## config.mk

```make
export PLATFORM = sky130hd
export DESIGN_NAME = ddr_filler_flat
export DESIGN_NICKNAME = d
export VERILOG_FILES = /design/src/rtl/ddr_filler_if.sv /design/src/rtl/ddr_filler.sv /design/src/flat_wrapper.sv
export SDC_FILE = /design/constraint.sdc
export NUM_CORES = 1
export LEC_CHECK = 0
export BUFFER_PORTS_ARGS = -buffer_cell sky130_fd_sc_hd__buf_2
export CELL_PAD_IN_SITES_DETAIL_PLACEMENT = 0
export CELL_PAD_IN_SITES_GLOBAL_PLACEMENT = 2
export CORE_AREA = 2 2 527 529
export CTS_CLUSTER_SIZE = 30
export DETAILED_ROUTE_END_ITERATION = 16
export DIE_AREA = 0 0 529 531
export MAX_ROUTING_LAYER = met4
export PLACE_DENSITY_LB_ADDON = 0.1
export SLEW_MARGIN = 15
export SYNTH_ARGS = -nofsm -noshare
export SYNTH_HDL_FRONTEND = slang
export SYNTH_SLANG_ARGS = --single-unit
```

## constraint.sdc

```tcl
create_clock -name clk -period 5.4 [get_ports clk]
set_clock_uncertainty 0.1 [all_clocks]
set_input_delay 0.54 -clock clk [delete_from_list [all_inputs] [get_ports clk]]
set_output_delay 0.54 -clock clk [all_outputs]
set_load 0.02 [all_outputs]
```

## src/rtl/ddr_filler_if.sv

```systemverilog
// AXI4 master bundle for the DDR fill engine: write channels active, read
// channels present so the port is complete but tied off by the master.
interface ddr_filler_if #(
  parameter int DW = 512
);
  logic [63:0]   awaddr;
  logic [7:0]    awlen;
  logic [2:0]    awsize;
  logic [3:0]    awid;
  logic [1:0]    awburst;
  logic          awlock;
  logic [3:0]    awcache;
  logic [3:0]    awqos;
  logic [2:0]    awprot;
  logic          awvalid;
  logic          awready;

  logic [DW-1:0]   wdata;
  logic [DW/8-1:0] wstrb;
  logic            wvalid;
  logic            wlast;
  logic            wready;

  logic [1:0]    bresp;
  logic          bvalid;
  logic          bready;

  logic [63:0]   araddr;
  logic [7:0]    arlen;
  logic [2:0]    arsize;
  logic [3:0]    arid;
  logic [1:0]    arburst;
  logic          arlock;
  logic [3:0]    arcache;
  logic [3:0]    arqos;
  logic [2:0]    arprot;
  logic          arvalid;
  logic          arready;

  logic [3:0]    rid;
  logic [DW-1:0] rdata;
  logic [1:0]    rresp;
  logic          rlast;
  logic          rvalid;
  logic          rready;

  modport master (
    output awaddr, awlen, awsize, awid, awburst, awlock, awcache, awqos, awprot, awvalid,
    input  awready,
    output wdata, wstrb, wvalid, wlast,
    input  wready,
    input  bresp, bvalid,
    output bready,
    output araddr, arlen, arsize, arid, arburst, arlock, arcache, arqos, arprot, arvalid,
    input  arready,
    input  rid, rdata, rresp, rlast, rvalid,
    output rready
  );

  modport slave (
    input  awaddr, awlen, awsize, awid, awburst, awlock, awcache, awqos, awprot, awvalid,
    output awready,
    input  wdata, wstrb, wvalid, wlast,
    output wready,
    output bresp, bvalid,
    input  bready,
    input  araddr, arlen, arsize, arid, arburst, arlock, arcache, arqos, arprot, arvalid,
    output arready,
    output rid, rdata, rresp, rlast, rvalid,
    input  rready
  );
endinterface

```

## src/rtl/ddr_filler.sv

```systemverilog
// DDR bank fill master: writes an incrementing-word pattern over BURST_COUNT
// INCR bursts and counts the cycles the pass takes.
//
// state | meaning
// IDLE  | engine not issuing (no valid driven)
// SEND  | engine holds its VALID high until its last handshake

module cdc_single (
  input  logic clk,
  input  logic reset,
  input  logic d,
  output logic q
);
  logic meta;

  always_ff @(posedge clk) begin
    if (reset) begin
      meta <= 1'b0;
      q    <= 1'b0;
    end else begin
      meta <= d;
      q    <= meta;
    end
  end
endmodule

module ddr_filler #(
  parameter int          DW              = 512,
  parameter int          BEATS_PER_BURST = 64,
  parameter int          BURST_COUNT     = 1024,
  parameter logic [63:0] BASE_ADDR       = 64'h0
) (
  input  logic         clk,
  input  logic         reset,
  input  logic         start_async,
  output logic         idle,
  output logic [63:0]  elapsed,
  output logic         bresp_err,
  ddr_filler_if.master m_axi
);
  localparam int          LANES         = DW / 32;
  localparam int          BURST_BYTES   = BEATS_PER_BURST * DW / 8;
  localparam logic [63:0] ADDR_STEP     = 64'(BURST_BYTES);
  localparam logic [31:0] LAST_BURST    = 32'(BURST_COUNT - 1);
  localparam logic [31:0] LAST_BEAT     = 32'(BURST_COUNT * BEATS_PER_BURST - 1);
  localparam logic [7:0]  LAST_IN_BURST = 8'(BEATS_PER_BURST - 1);

  typedef enum logic {IDLE, SEND} eng_state_t;

  eng_state_t  aw_state, aw_next, w_state, w_next;
  logic        start_sync, start_d, accept, busy;
  logic        aw_hs, w_hs, b_hs, b_done;
  logic        awvalid_c, wvalid_c, wlast_c;
  logic [31:0] aw_left, w_left, b_left, beat_n;
  logic [7:0]  beat_in_burst;
  logic [63:0] awaddr_q;
  logic [DW-1:0] wdata_c;

  cdc_single u_start_sync (
    .clk   (clk),
    .reset (reset),
    .d     (start_async),
    .q     (start_sync)
  );

  assign accept = start_sync & ~start_d & ~busy;
  assign aw_hs  = awvalid_c & m_axi.awready;
  assign w_hs   = wvalid_c & m_axi.wready;
  assign b_hs   = busy & m_axi.bvalid & m_axi.bready;
  assign b_done = b_hs & (b_left == '0);
  assign idle   = ~busy;

  always_ff @(posedge clk) begin
    if (reset) begin
      aw_state <= IDLE;
      w_state  <= IDLE;
    end else begin
      aw_state <= aw_next;
      w_state  <= w_next;
    end
  end

  always_comb begin
    aw_next   = aw_state;
    w_next    = w_state;
    awvalid_c = 1'b0;
    wvalid_c  = 1'b0;
    wlast_c   = 1'b0;
    case (aw_state)
      IDLE: if (accept) aw_next = SEND;
      SEND: begin
        awvalid_c = 1'b1;
        if (aw_hs && aw_left == '0) aw_next = IDLE;
      end
      default: aw_next = IDLE;
    endcase
    case (w_state)
      IDLE: if (accept) w_next = SEND;
      SEND: begin
        wvalid_c = 1'b1;
        wlast_c  = (beat_in_burst == LAST_IN_BURST);
        if (w_hs && w_left == '0) w_next = IDLE;
      end
      default: w_next = IDLE;
    endcase
  end

  // Counters are down-counters to the terminal handshake; beat_n only ever counts up
  // because it also seeds the data pattern.
  always_ff @(posedge clk) begin
    if (reset) begin
      start_d       <= 1'b0;
      busy          <= 1'b0;
      elapsed       <= '0;
      bresp_err     <= 1'b0;
      aw_left       <= '0;
      w_left        <= '0;
      b_left        <= '0;
      beat_n        <= '0;
      beat_in_burst <= '0;
      awaddr_q      <= BASE_ADDR;
    end else begin
      start_d <= start_sync;
      if (accept) begin
        busy          <= 1'b1;
        elapsed       <= '0;
        bresp_err     <= 1'b0;
        aw_left       <= LAST_BURST;
        w_left        <= LAST_BEAT;
        b_left        <= LAST_BURST;
        beat_n        <= '0;
        beat_in_burst <= '0;
        awaddr_q      <= BASE_ADDR;
      end else begin
        if (busy) elapsed <= elapsed + 64'd1;
        if (b_done) busy <= 1'b0;
        if (aw_hs) begin
          awaddr_q <= awaddr_q + ADDR_STEP;
          if (aw_left != '0) aw_left <= aw_left - 32'd1;
        end
        if (w_hs) begin
          beat_n        <= beat_n + 32'd1;
          beat_in_burst <= wlast_c ? 8'd0 : beat_in_burst + 8'd1;
          if (w_left != '0) w_left <= w_left - 32'd1;
        end
        if (b_hs) begin
          if (b_left != '0) b_left <= b_left - 32'd1;
          if (m_axi.bresp != 2'b00) bresp_err <= 1'b1;
        end
      end
    end
  end

  always_comb begin
    wdata_c = '0;
    for (int i = 0; i < LANES; i++) begin
      wdata_c[32*i +: 32] = beat_n * 32'(LANES) + 32'(i);
    end
  end

  assign m_axi.awaddr  = awaddr_q;
  assign m_axi.awlen   = LAST_IN_BURST;
  assign m_axi.awsize  = 3'($clog2(DW / 8));
  assign m_axi.awid    = 4'd0;
  assign m_axi.awburst = 2'b01;
  assign m_axi.awlock  = 1'b0;
  assign m_axi.awcache = 4'd2;
  assign m_axi.awqos   = 4'd0;
  assign m_axi.awprot  = 3'd2;
  assign m_axi.awvalid = awvalid_c;
  assign m_axi.wdata   = wdata_c;
  assign m_axi.wstrb   = '1;
  assign m_axi.wvalid  = wvalid_c;
  assign m_axi.wlast   = wlast_c;
  assign m_axi.bready  = 1'b1;

  assign m_axi.araddr  = '0;
  assign m_axi.arlen   = '0;
  assign m_axi.arsize  = '0;
  assign m_axi.arid    = '0;
  assign m_axi.arburst = '0;
  assign m_axi.arlock  = 1'b0;
  assign m_axi.arcache = '0;
  assign m_axi.arqos   = '0;
  assign m_axi.arprot  = '0;
  assign m_axi.arvalid = 1'b0;
  assign m_axi.rready  = 1'b0;

  logic unused_ok;
  assign unused_ok = &{1'b0, m_axi.arready, m_axi.rid, m_axi.rdata, m_axi.rresp,
                       m_axi.rlast, m_axi.rvalid};
endmodule
```

## src/flat_wrapper.sv

```systemverilog
// flat-port wrapper written by rule: the top's interface ports become plain ports
module ddr_filler_flat 
#(
  parameter int          DW              = 512,
  parameter int          BEATS_PER_BURST = 64,
  parameter int          BURST_COUNT     = 1024,
  parameter logic [63:0] BASE_ADDR       = 64'h0
)
  (clk, reset, start_async, idle, elapsed, bresp_err, m_axi_awaddr, m_axi_awlen, m_axi_awsize, m_axi_awid, m_axi_awburst, m_axi_awlock, m_axi_awcache, m_axi_awqos, m_axi_awprot, m_axi_awvalid, m_axi_awready, m_axi_wdata, m_axi_wstrb, m_axi_wvalid, m_axi_wlast, m_axi_wready, m_axi_bresp, m_axi_bvalid, m_axi_bready, m_axi_araddr, m_axi_arlen, m_axi_arsize, m_axi_arid, m_axi_arburst, m_axi_arlock, m_axi_arcache, m_axi_arqos, m_axi_arprot, m_axi_arvalid, m_axi_arready, m_axi_rid, m_axi_rdata, m_axi_rresp, m_axi_rlast, m_axi_rvalid, m_axi_rready);
  ddr_filler_if #(.DW(DW)) m_axi_i ();
  input  logic clk;
  input  logic reset;
  input  logic start_async;
  output logic idle;
  output logic [63:0] elapsed;
  output logic bresp_err;
  output wire logic [$bits(m_axi_i.awaddr)-1:0] m_axi_awaddr;
  output wire logic [$bits(m_axi_i.awlen)-1:0] m_axi_awlen;
  output wire logic [$bits(m_axi_i.awsize)-1:0] m_axi_awsize;
  output wire logic [$bits(m_axi_i.awid)-1:0] m_axi_awid;
  output wire logic [$bits(m_axi_i.awburst)-1:0] m_axi_awburst;
  output wire logic [$bits(m_axi_i.awlock)-1:0] m_axi_awlock;
  output wire logic [$bits(m_axi_i.awcache)-1:0] m_axi_awcache;
  output wire logic [$bits(m_axi_i.awqos)-1:0] m_axi_awqos;
  output wire logic [$bits(m_axi_i.awprot)-1:0] m_axi_awprot;
  output wire logic [$bits(m_axi_i.awvalid)-1:0] m_axi_awvalid;
  input wire logic [$bits(m_axi_i.awready)-1:0] m_axi_awready;
  output wire logic [$bits(m_axi_i.wdata)-1:0] m_axi_wdata;
  output wire logic [$bits(m_axi_i.wstrb)-1:0] m_axi_wstrb;
  output wire logic [$bits(m_axi_i.wvalid)-1:0] m_axi_wvalid;
  output wire logic [$bits(m_axi_i.wlast)-1:0] m_axi_wlast;
  input wire logic [$bits(m_axi_i.wready)-1:0] m_axi_wready;
  input wire logic [$bits(m_axi_i.bresp)-1:0] m_axi_bresp;
  input wire logic [$bits(m_axi_i.bvalid)-1:0] m_axi_bvalid;
  output wire logic [$bits(m_axi_i.bready)-1:0] m_axi_bready;
  output wire logic [$bits(m_axi_i.araddr)-1:0] m_axi_araddr;
  output wire logic [$bits(m_axi_i.arlen)-1:0] m_axi_arlen;
  output wire logic [$bits(m_axi_i.arsize)-1:0] m_axi_arsize;
  output wire logic [$bits(m_axi_i.arid)-1:0] m_axi_arid;
  output wire logic [$bits(m_axi_i.arburst)-1:0] m_axi_arburst;
  output wire logic [$bits(m_axi_i.arlock)-1:0] m_axi_arlock;
  output wire logic [$bits(m_axi_i.arcache)-1:0] m_axi_arcache;
  output wire logic [$bits(m_axi_i.arqos)-1:0] m_axi_arqos;
  output wire logic [$bits(m_axi_i.arprot)-1:0] m_axi_arprot;
  output wire logic [$bits(m_axi_i.arvalid)-1:0] m_axi_arvalid;
  input wire logic [$bits(m_axi_i.arready)-1:0] m_axi_arready;
  input wire logic [$bits(m_axi_i.rid)-1:0] m_axi_rid;
  input wire logic [$bits(m_axi_i.rdata)-1:0] m_axi_rdata;
  input wire logic [$bits(m_axi_i.rresp)-1:0] m_axi_rresp;
  input wire logic [$bits(m_axi_i.rlast)-1:0] m_axi_rlast;
  input wire logic [$bits(m_axi_i.rvalid)-1:0] m_axi_rvalid;
  output wire logic [$bits(m_axi_i.rready)-1:0] m_axi_rready;
  assign m_axi_awaddr = m_axi_i.awaddr;
  assign m_axi_awlen = m_axi_i.awlen;
  assign m_axi_awsize = m_axi_i.awsize;
  assign m_axi_awid = m_axi_i.awid;
  assign m_axi_awburst = m_axi_i.awburst;
  assign m_axi_awlock = m_axi_i.awlock;
  assign m_axi_awcache = m_axi_i.awcache;
  assign m_axi_awqos = m_axi_i.awqos;
  assign m_axi_awprot = m_axi_i.awprot;
  assign m_axi_awvalid = m_axi_i.awvalid;
  assign m_axi_i.awready = m_axi_awready;
  assign m_axi_wdata = m_axi_i.wdata;
  assign m_axi_wstrb = m_axi_i.wstrb;
  assign m_axi_wvalid = m_axi_i.wvalid;
  assign m_axi_wlast = m_axi_i.wlast;
  assign m_axi_i.wready = m_axi_wready;
  assign m_axi_i.bresp = m_axi_bresp;
  assign m_axi_i.bvalid = m_axi_bvalid;
  assign m_axi_bready = m_axi_i.bready;
  assign m_axi_araddr = m_axi_i.araddr;
  assign m_axi_arlen = m_axi_i.arlen;
  assign m_axi_arsize = m_axi_i.arsize;
  assign m_axi_arid = m_axi_i.arid;
  assign m_axi_arburst = m_axi_i.arburst;
  assign m_axi_arlock = m_axi_i.arlock;
  assign m_axi_arcache = m_axi_i.arcache;
  assign m_axi_arqos = m_axi_i.arqos;
  assign m_axi_arprot = m_axi_i.arprot;
  assign m_axi_arvalid = m_axi_i.arvalid;
  assign m_axi_i.arready = m_axi_arready;
  assign m_axi_i.rid = m_axi_rid;
  assign m_axi_i.rdata = m_axi_rdata;
  assign m_axi_i.rresp = m_axi_rresp;
  assign m_axi_i.rlast = m_axi_rlast;
  assign m_axi_i.rvalid = m_axi_rvalid;
  assign m_axi_rready = m_axi_i.rready;
  ddr_filler #(.DW(DW), .BEATS_PER_BURST(BEATS_PER_BURST), .BURST_COUNT(BURST_COUNT), .BASE_ADDR(BASE_ADDR)) u_core (.clk(clk), .reset(reset), .start_async(start_async), .idle(idle), .elapsed(elapsed), .bresp_err(bresp_err), .m_axi(m_axi_i));
endmodule
```

# --- After elaboration in Yosys (flattened, before gate mapping) ---
# Cells that the tools add are included.
op_classes:
  addsub: 22
  n_eq_ne: 1
  n_mux: 20
  n_bitwise: 10
  n_reduce_logical: 24
op_table:
  columns: ["operator", "count"]
  rows:
  - ["32-bit by 4-bit adder with 32-bit output, second input constant", 8]
  - ["32-bit by 3-bit adder with 32-bit output, second input constant", 4]
  - ["32-bit zero test", 3]
  - ["32-bit nonzero test", 3]
  - ["32-bit by 1-bit subtractor with 32-bit output, second input constant", 3]
  - ["32-bit by 1-bit adder with 32-bit output, second input constant", 2]
  - ["32-bit by 2-bit adder with 32-bit output, second input constant", 2]
  - ["64-bit by 1-bit adder with 64-bit output, second input constant", 1]
  - ["64-bit by 13-bit adder with 64-bit output, second input constant", 1]
  - ["10-bit 2-to-1 mux", 6]
  - ["16-bit 2-to-1 mux", 3]
  - ["2-bit nonzero test", 8]
  - ["2-bit AND reduction", 7]
  - ["8-bit by 1-bit adder with 8-bit output, second input constant", 1]
  - ["8-bit by 6-bit == test with 1-bit output, second input constant", 1]
  - ["1-bit 2-to-1 mux", 8]
  - ["8-bit 2-to-1 mux", 1]
  - ["1-bit bitwise AND", 6]
  - ["1-bit NOT", 4]
  - ["1-bit case mux with 2 select lines", 2]
  - ["1-bit logical AND", 2]
  - ["2-bit OR reduction", 1]
totals:
  register_bits: 271
  input_bits: 529
  wordCells: 94

# --- Logic depth before layout (Yosys ltp) ---
depth:
  ltp_word: 5
  depth_mapped: 9

# --- Hierarchy ---
# A second synthesis with hierarchy kept.
unflattened:
  cells_unflattened: 2097
  area_unflattened_um2: 17220.3
modules_own_cells:
  columns: ["mod", "n_inst", "cells_per_inst", "area_per_inst_um2"]
  rows:
  - ["ddr_filler", 1, 2093, 17167.7]
  - ["cdc_single", 1, 4, 52.6]

# --- Worst setup path after synthesis ---
# Ideal clock, no wire load.
synth_path:
  path_type: "register to register"
  start: "register u_core.aw_left[3]"
  end: "register u_core.aw_left[24]"
  setup_time_ns: 0.128
  t_arrival_ns: 2.473
  required_ns: 5.172
  slack_ns: 2.699
  path_stages_with_launch: 9
  period_less_slack_ns: 2.701
  path_cell_list: "dfxtp_1 > or4_4 > or4_4 > buf_6 > or3_1 > buf_6 > or3_1 > xor2_1 > nor2_1"
synth_via:
  elab_chain_cells: 2
  word_cells_on_any_way: 3
  cone_classes: "1 x add/sub; 2 x reduce/logical"
synth_rtl:
  columns: ["item", "line_no", "source"]
  rows:
  - ["from (decl)", "ddr_filler.sv:54", "logic [31:0] aw_left, w_left, b_left, beat_n;"]
  - ["from (signal assigned)", "ddr_filler.sv:139", "if (aw_left != '0) aw_left <= aw_left - 32'd1;"]
  - ["branches (longest 2 deep; another with 32-bit by 1-bit subtractor with 32-bit output)", null, null]
# Parallel ways; which one is timed is not known.
# A chain may end at the register's enable or synchronous reset.

# --- Final worst setup path ---
layout_path:
  start: "register u_core.elapsed[27]"
  end: "register u_core.elapsed[54]"
layout_via:
  elab_chain_cells: 1
layout_rtl:
  columns: ["item", "line_no", "source"]
  rows:
  - ["from (decl)", "ddr_filler.sv:37", "output logic [63:0] elapsed,"]
  - ["from (signal assigned)", "ddr_filler.sv:135", "if (busy) elapsed <= elapsed + 64'd1;"]
  - ["64-bit by 1-bit adder with 64-bit output", "ddr_filler.sv:135", null]
# No other way between the ends.

==> flow_summary.json <==
{
  "power.leakage_nw": 8.69,
  "antenna_found_initial": 9,
  "worstSetupPathType": "reg -> reg",
  "grt_max_degree": 113,
  "numCtsBuffers": 41,
  "crit_buf_inv": 1,
  "clkTransAtPathRegs_ns": 0.06,
  "slew_headroom": 0.344,
  "routabilityCongestion": 0.599,
  "min_to": "u_core.u_start_sync.meta$_SDFF_PP0_",
  "status": "finished clean",
  "finalHoldViolCount": 0,
  "p_seq_frac": 0.368,
  "dpl_worst_slack_ns": 2.02,
  "cts_setup_buffers": 0,
  "synth.top_cell.area_share": 0.309,
  "routedWlPerCell_um": 12.6,
  "switching_share": 0.302,
  "setup-violations-final": 0,
  "post-route-cell-area_um2": 21300,
  "synth_common_cells": "buf_4, dfxtp_1, nor2_1, xnor2_1, xor2_1",
  "dp_cells": 5787,
  "crit_required_ns": 5.80,
  "cts_sinks": 255,
  "die_area_um2": 281000,
  "routed_via_density": 2.21,
  "clkPwrFrac": 0.538,
  "postSynthCellCount": 2046,
  "arrival_ns": 3.63,
  "cts_tree": "built",
  "synthesis.area_um2": 16600,
  "avgSynthCellArea_um2": 8.13,
  "fin_crit_ns": 3.23,
  "antenna_left": 0,
  "cp_num_cells": 7,
  "yosys_warnings": 0,
  "whs_path_depth": 2,
  "fin_ws_ns": 2.17,
  "reg2regPathDepth": 7,
  "comb_power_share": 0.093,
  "cts_buffer_depth": 3,
  "die_h_um": 531,
  "yosysMostFrequentCell": "buf_4",
  "power_density_nw_per_um2": 248,
  "cts_root_buf": "clkbuf_16",
  "cts-resized-gates": 0,
  "fin_tns_setup_ns": 0,
  "dpl_cell_area_um2": 19900,
  "finalCritPeriodShare": 0.598,
  "drt-initial-drc-count": 363,
  "slew_viol_final": 0,
  "max_cap_violations": 0,
  "cp-end-kind": "flop",
  "seq_area_um2": 5110,
  "dp_hpwl_um": 54100,
  "r2r_start": "u_core.elapsed[27]$_SDFFE_PP0P_",
  "ioPinCount": 1363,
  "synth.largest_area_cell": "buf_4",
  "htree_levels": 2,
  "port_buffers": 576,
  "first_global_vias": 12613,
  "cts_hold_buf": 0,
  "dr.pass1.iters": 4,
  "min_from": "start_async",
  "drive_gt1_frac": 0.308,
  "cp_common_cell": "nand4_1",
  "fillCellCount": 32493,
  "synth_area_leaders": "buf_4, dfxtp_1, xnor2_1, nor2_1, xor2_1",
  "ys_async_sr_fraction": 0,
  "core_region_area_um2": 275000,
  "stdcell_count": 5864,
  "rsz0062_at_grt": "false",
  "crit_family": "simple AND/OR/NAND/NOR gates",
  "area_growth_pct": 28.3,
  "yosys_register_bits": 255,
  "max_freq_mhz": 310,
  "internal-power_mw": 3.69,
  "start_kind": "flop",
  "track_usage": 0.0509,
  "whs_ns": 0.107,
  "vias": 12953,
  "worst_path_max_delay_cell": "nand4_1",
  "multiInputGateArea_um2": 7050,
  "r2r_end": "u_core.elapsed[54]$_SDFFE_PP0P_",
  "totalPowerFinal_mw": 5.29,
  "ir_worst_vdd_v": 0.000179,
  "ys_seq_area_frac": 0.307,
  "grt_pass1_wl_um": 100000,
  "final_util": 0.0775,
  "cp_max_fo": 17,
  "worst_pin_slew_ns": 0.983,
  "insertion_delay_ns": 0.63,
  "rows": 193,
  "layout.nets": 2759,
  "synth_edf_count": 0,
  "critPathMaxStageDelay_ns": 0.73,
  "start_util": 0.0604,
  "worstPathCellList": "nand4_1 > nor3_1 > buf_4 > nand4_1 > nor4_1 > a21oi_1 > o21a_1",
  "gr-total-overflow": 0,
  "reg2reg_slack_ns": 2.17,
  "die_w_um": 529,
  "hp-class": "in -> reg",
  "remaining_drc_errors": 0,
  "p_switching_mw": 1.60,
  "yosys.cell_types.count": 52,
  "routed_wirelength_um": 73600,
  "ys.flop_type": "dfxtp_1"
}
-- flip-flops by register name (all words and copies together) (netlist names), 8 cells and up --
register              count
u_core.beat_in_burst      8
u_core.aw_left           32
u_core.m_axi.awaddr      52
u_core.elapsed           64
u_core.b_left            32
u_core.w_left            32
u_core.beat_n            28
-- cell usage in the layout, fill, tap and decap left out, types with 42 or more instances in the layout --
master / n
buf_2: 576
conb_1: 265
dfxtp_1: 254
nor2_1: 231
xnor2_1: 102
xor2_1: 99
nand2_1: 90
a21oi_1: 65
nand3_1: 64
nor3_1: 64
nand4_1: 52
nor4_1: 49
clkbuf_16: 42
-- routing by layer --
metal,track usage,up-vias,wire [um]
met5,-,-,0
met4,0.0167,0,1920
met3,0.0106,72,4810
met2,0.0910,614,37600
met1,0.0560,6050,29300
li1,-,6217,-
-- worst max path at each step --
stage | startpoint | to
detailed placement | u_core.elapsed[27]$_SDFFE_PP0P_ | u_core.elapsed[54]$_SDFFE_PP0P_
CTS | u_core.elapsed[27]$_SDFFE_PP0P_ | u_core.elapsed[54]$_SDFFE_PP0P_
global placement | u_core.elapsed[27]$_SDFFE_PP0P_ | u_core.elapsed[54]$_SDFFE_PP0P_
floorplan | u_core.aw_left[3]$_SDFFE_PP0P_ | u_core.aw_left[24]$_SDFFE_PP0P_
finish | u_core.elapsed[27]$_SDFFE_PP0P_ | u_core.elapsed[54]$_SDFFE_PP0P_
global route | u_core.elapsed[27]$_SDFFE_PP0P_ | u_core.elapsed[54]$_SDFFE_PP0P_
-- power groups by stage --
stage | Clock (mW) | Sequential, mW | Combinational [mW]
final | 2.85 | 1.95 | 0.494
after global routing | 3.11 | 1.95 | 0.551
after CTS | 3.11 | 1.95 | 0.510
after detailed placement | 0 | 1.99 | 0.508
after global placement | 0 | 1.99 | 0.516
after floorplan | 0 | 1.98 | 0.531
-- logic make-up (layout without fill, tap and decap cells) --
logic type / after synthesis / in the layout / synth area share
DFF: 255 / 255 / 0.307
adders and majority gates: 7 / 7 / 0.00527
xor gates and xnor gates: 201 / 201 / 0.106
AOI/OAI and AO/OA: 115 / 115 / 0.0394
and+or+nand+nor: 695 / 695 / 0.212
muxes: 1 / 1 / 0.000602
buffers and inverters: 770 / 715 / 0.329
other: 2 / 268 / 0.000451
-- cell type report --
type / instances / share of cell area
well taps: 3607 / 0.212
multi-input cells: 1284 / 0.330
clock buffers: 69 / 0.0610
flip-flops and latches: 255 / 0.239
clock inverters: 5 / 0.00369
inverters: 31 / 0.00545
diodes: 3 / 0.000352
repair buffers: 610 / 0.148
No activity file was read; power rests on OpenSTA's default activity.
